$ cat config.mk
export PLATFORM = sky130hd
export DESIGN_NAME = flap_controller
export DESIGN_NICKNAME = d
export VERILOG_FILES = /design/src/rtl/flap_controller.sv
export SDC_FILE = /design/constraint.sdc
export NUM_CORES = 1
export LEC_CHECK = 0
export BUFFER_PORTS_ARGS = -buffer_cell sky130_fd_sc_hd__buf_4
export CAP_MARGIN = 20
export CORE_UTILIZATION = 30
export CTS_BUF_LIST = sky130_fd_sc_hd__clkbuf_8 sky130_fd_sc_hd__clkbuf_16
export CTS_CLUSTER_DIAMETER = 40
export DETAILED_ROUTE_END_ITERATION = 7
export HOLD_SLACK_MARGIN = 0.12
export SYNTH_ARGS = -nofsm -noshare
export SYNTH_HDL_FRONTEND = slang
export SYNTH_SLANG_ARGS = --single-unit
export TNS_END_PERCENT = 100
$ cat constraint.sdc
create_clock -name clk -period 1.9 [get_ports clk]
set_input_delay 0.285 -clock clk [delete_from_list [all_inputs] [get_ports clk]]
set_output_delay 0.285 -clock clk [all_outputs]
set_load 0.01 [all_outputs]
$ cat src/rtl/flap_controller.sv
// Game sequencer for the 16-light bird column: flap/gravity pulses, death detection, scoring.
// Optional key cooldown after each flap is built when FLAP_COOLDOWN_EN is defined.
module flap_controller #(
  parameter int unsigned FALL_PERIOD = 12500000,
  parameter int unsigned SCORE_W     = 8,
  parameter int unsigned COOLDOWN    = 4
) (
  input  logic               clk,
  input  logic               reset,
  input  logic               key,
  input  logic               start,
  input  logic [15:0]        lights,
  input  logic               pipe_hit,
  input  logic               pipe_pass,
  output logic               push,
  output logic               fall,
  output logic               bird_reset,
  output logic               playing,
  output logic               game_over,
  output logic [SCORE_W-1:0] score
);

  // state | meaning
  // IDLE  | column held in reset, waiting for start
  // PLAY  | game running, pulses and scoring active
  // DEAD  | game over, column image frozen, waiting for start
  localparam logic [1:0] IDLE = 2'd0;
  localparam logic [1:0] PLAY = 2'd1;
  localparam logic [1:0] DEAD = 2'd2;

  localparam int unsigned      TICK_W    = (FALL_PERIOD > 2) ? $clog2(FALL_PERIOD) : 1;
  localparam logic [TICK_W-1:0] TICK_LAST = TICK_W'(FALL_PERIOD - 1);
  localparam logic [SCORE_W-1:0] SCORE_MAX = {SCORE_W{1'b1}};

  logic [1:0]         state_q, state_d;
  logic [TICK_W-1:0]  tick_q, tick_d;
  logic               key_q, start_q;
  logic               push_q, push_d;
  logic               fall_q, fall_d;
  logic               bird_reset_q, bird_reset_d;
  logic               playing_q, playing_d;
  logic               game_over_q, game_over_d;
  logic [SCORE_W-1:0] score_q, score_d;

  logic key_rise, start_rise, key_ok, term_cnt, push_ok, fall_ok, die;

  assign key_rise   = key & ~key_q;
  assign start_rise = start & ~start_q;
  assign term_cnt   = (tick_q == TICK_LAST);
  assign push_ok    = key_ok;
  // A flap restarts the gravity period, so it always wins over a coincident fall.
  assign fall_ok    = term_cnt & ~push_ok;
  assign die        = pipe_hit
                    | (push_ok & lights[0])
                    | (fall_ok & lights[15])
                    | (lights == 16'h0000);

  always_comb begin
    state_d      = state_q;
    tick_d       = tick_q;
    push_d       = 1'b0;
    fall_d       = 1'b0;
    bird_reset_d = bird_reset_q;
    score_d      = score_q;
    case (state_q)
      IDLE: begin
        tick_d       = '0;
        bird_reset_d = 1'b1;
        if (start_rise) begin
          state_d      = PLAY;
          score_d      = '0;
          bird_reset_d = 1'b0;
        end
      end
      PLAY: begin
        bird_reset_d = 1'b0;
        if (die) begin
          state_d = DEAD;
          tick_d  = '0;
        end else begin
          push_d = push_ok;
          fall_d = fall_ok;
          tick_d = (push_ok || term_cnt) ? '0 : tick_q + 1'b1;
          if (pipe_pass && (score_q != SCORE_MAX)) begin
            score_d = score_q + 1'b1;
          end
        end
      end
      DEAD: begin
        tick_d       = '0;
        bird_reset_d = 1'b0;
        if (start_rise) begin
          state_d      = IDLE;
          bird_reset_d = 1'b1;
        end
      end
      default: begin
        state_d      = IDLE;
        tick_d       = '0;
        bird_reset_d = 1'b1;
      end
    endcase
    playing_d   = (state_d == PLAY);
    game_over_d = (state_d == DEAD);
  end

`ifdef FLAP_COOLDOWN_EN
  localparam int unsigned COOL_W = $clog2(COOLDOWN + 1);

  logic [COOL_W-1:0] cool_q, cool_d;

  assign key_ok = key_rise & (cool_q == '0);

  always_comb begin
    cool_d = '0;
    if ((state_q == PLAY) && (state_d == PLAY)) begin
      if (push_d) begin
        cool_d = COOL_W'(COOLDOWN);
      end else if (cool_q != '0) begin
        cool_d = cool_q - 1'b1;
      end
    end
  end

  always_ff @(posedge clk or negedge reset) begin
    if (!reset) begin
      cool_q <= '0;
    end else begin
      cool_q <= cool_d;
    end
  end
`else
  localparam int unsigned UNUSED_COOLDOWN = COOLDOWN;

  assign key_ok = key_rise;
`endif

  always_ff @(posedge clk or negedge reset) begin
    if (!reset) begin
      state_q      <= IDLE;
      tick_q       <= '0;
      key_q        <= 1'b0;
      start_q      <= 1'b0;
      push_q       <= 1'b0;
      fall_q       <= 1'b0;
      bird_reset_q <= 1'b1;
      playing_q    <= 1'b0;
      game_over_q  <= 1'b0;
      score_q      <= '0;
    end else begin
      state_q      <= state_d;
      tick_q       <= tick_d;
      key_q        <= key;
      start_q      <= start;
      push_q       <= push_d;
      fall_q       <= fall_d;
      bird_reset_q <= bird_reset_d;
      playing_q    <= playing_d;
      game_over_q  <= game_over_d;
      score_q      <= score_d;
    end
  end

  assign push       = push_q;
  assign fall       = fall_q;
  assign bird_reset = bird_reset_q;
  assign playing    = playing_q;
  assign game_over  = game_over_q;
  assign score      = score_q;

endmodule

==> run summary <==
Cell count after synthesis: 218
First-pass GRT wire length: 7600 um
Ports: 35
Syn nets: 242
Clock Tree Buf Depth: 2
Initial Util: 30.9%
Crit path capture type: register
Min Hold Slack: 0.356 ns
Routability congestion estimate: 0.774
Min-delay src: lights[15]
Worst R2R End: score[6]
Estimated wirelength of the detail-placed design: 3210 um
EDFF count, synth: 0
Worst-margin pin slew: 0.521 ns
Clk slew on worst S/H paths: 0.08 ns
Internal power: 1.42 mW
Area of the mapped netlist: 2100 um2
Row Count: 30
Data arrival, critical path: 1.99 ns
Worst-path maximum fanout: 6
Setup-failing EPs final: 0
Met3 Use GR: 2.69%
Die H: 85.7 um
Dpl cells: 360
Diode count: 0
Total CTS buffers: 5
NumNets Final: 299
Switching Share: 30.1%
FMAX: 550 MHz
Max_slew headroom: 65.3%
Worst Skew: 0.00412 ns
H-tree levels: 2
Worst Reg-to-Reg Cells: 6
Primary FF master, synth: dfrtp_1
Syn-to-layout area delta: 30.9%
M2 GR Usage: 20.9%
Largest net degree at the start of global routing: 42
Startpoint Class: register
Via count: 1746
CTS sink count: 41
Number of global-route vias before repair: 1623
Clock root buffer: clkbuf_8
Switch Pwr: 614 uW
Initial antenna violation count: 0
Final max-slew violation count: 0
Total track usage: 13.2%
Post-synth ARST share: 100%
Pwr dens: 741 nW/um2
Netlist cell types: 44
Most common cell after layout, fill and taps aside: buf_4
Die width: 85.7 um
Sum Neg Setup Slack: 0 ns
Core area: 6790 um2
FF-to-FF Start: tick_q[8]
VDD IR max: 0.316 mV
Static Leakage: 1.16 nW
Seq/Total Area, Yosys: 48.9%
Total congestion overflow: 0
Status: completed
Initial DRC Count: 88
Hold crit path type: primary input to register
Most frequent cells in the layout: buf_4 (51), dfrtp_1 (40), nor2_1 (33), nand2_1 (20), xnor2_1 (15)
Busiest layer in global routing: met2
Skew-Pair Late Insertion Delay: 0.29 ns
Average size of a mapped cell: 9.64 um2
Met1 usage: 17.3%
Worst Hold Path EP: fall
Port Buffers: 34
Wirelength per Cell: 12.2 um
Drt pass-1 iters: 4
Reg2reg setup slack: 0.08 ns
DRT Wirelength: 4540 um
Ratio of cells with drive above 1 in the final layout: 29.3%
Final hold vios: 0
Clock power frac: 27.5%
Tmin final: 1.82 ns
Logic pwr share: 23.9%
Vias per inst: 4.69
ANT nets after route: 0
RSZ-0062 raised after global routing: no
Die area: 7350 um2
Residual DRC: 0
Finished Layout Cells: 372
Fin crit share: 95.7%
Sequential group share of total power: 48.6%
Worst hold path depth: 2
Post-synthesis sequential element count: 41
Worst path required time: 2.07 ns
TritonCTS clock tree: yes
Ys Warns: 0
CP Class: register to register
Max-Cap Viols: 0
[kinds of logic after synthesis]
logic type	Yosys count	share of synthesized area, %
flops	41	48.9
compound gates	14	4.58
fa+ha+maj	2	1.19
simple gates	121	31.4
buf+inv	16	3.93
mux	1	0.476
xor+xnor	23	9.58
[worst max-delay path by stage]
stage / to / startpoint
3_5_place_dp: score[5] / tick_q[8]
4_1_cts: tick_q[6] / tick_q[19]
2_1_floorplan: playing / tick_q[17]
5_1_grt: score[6] / tick_q[0]
3_3_place_gp: score[2] / tick_q[8]
6_report: score[6] / tick_q[8]
[power groups by stage]
| stage | logic, mW | clock network, mW | registers, mW |
|---|---|---|---|
| 2_1_floorplan | 0.231 | 0 | 1.03 |
| 3_3_place_gp | 0.477 | 0 | 1.01 |
| 3_5_place_dp | 0.477 | 0 | 1.01 |
| 4_1_cts | 0.484 | 0.579 | 0.992 |
| 5_1_grt | 0.539 | 0.611 | 1.00 |
| 6_report | 0.488 | 0.560 | 0.991 |
[timing repair]
item                       in CTS  in global routing
hold endpoints to repair       42                  0
pin swaps                       0                  5
setup endpoints to repair       1                 31
cloned                          0                  0
resized for setup               1                 13
hold buffers                    3                  0
buffers inserted                0                  1
[cell type report]
type | instances | area [um2]
clock buffers | 5 | 68.8
clock inverters | 3 | 13.8
fillers | 683 | 4040
inverters | 10 | 37.5
multi-input cells | 161 | 1040
flip-flops and latches | 41 | 1030
well taps | 96 | 120
repair buffers | 56 | 444
[flip-flops by register name, summed over array words and instances, names as in the netlist]
register and count:
game_over 1, push 1, key_q 1, bird_reset 1
score 8, fall 1, tick_q 24, playing 1
state_q 2, start_q 1
[stage by stage]
stage	power [mW]	cell area, um2	setup WS, ns	util, %
after global placement	1.49	2580	0.0141	38.0
after floorplan	1.26	2100	0.118	-
final	2.04	2750	0.0816	40.5
after global routing	2.15	2750	0.0242	40.5
after detailed placement	1.49	2580	0.00844	38.0
after CTS	2.05	2700	0.0509	39.7
[Yosys cell counts (2+ instances only)]
cell / count / area, um2
dfrtp_1: 40 / 1000
nor2_1: 33 / 124
nand2_1: 21 / 78.8
xnor2_1: 15 / 131
nand3_1: 14 / 70.1
nor4_1: 12 / 75.1
inv_1: 10 / 37.5
nand4_1: 8 / 50.1
xor2_1: 8 / 70.1
nor3_1: 5 / 25.0
o21ai_0: 5 / 25.0
and3_1: 3 / 18.8
and4_1: 3 / 26.3
buf_2: 3 / 15.0
nor2b_1: 3 / 18.8
nor4b_1: 3 / 26.3
and2_2: 2 / 15.0
buf_6: 2 / 22.5
ha_1: 2 / 25.0
nand4b_1: 2 / 17.5
[worst max-delay path, stage by stage, from the launching register on]
cell and delay, ns:
dfrtp_1 0.42, nor4b_2 0.28, buf_4 0.17, nand3_1 0.07, o41a_1 0.52, nand4bb_1 0.14
o21ai_0 0.09
[metal layers]
metal | routed length [um] | share of wire [%]
met1 | 2260 | 50
met4 | 87 | 1.9
met5 | 0 | 0
met3 | 134 | 3.0
met2 | 2060 | 45
No activity file was read; power rests on OpenSTA's default activity.
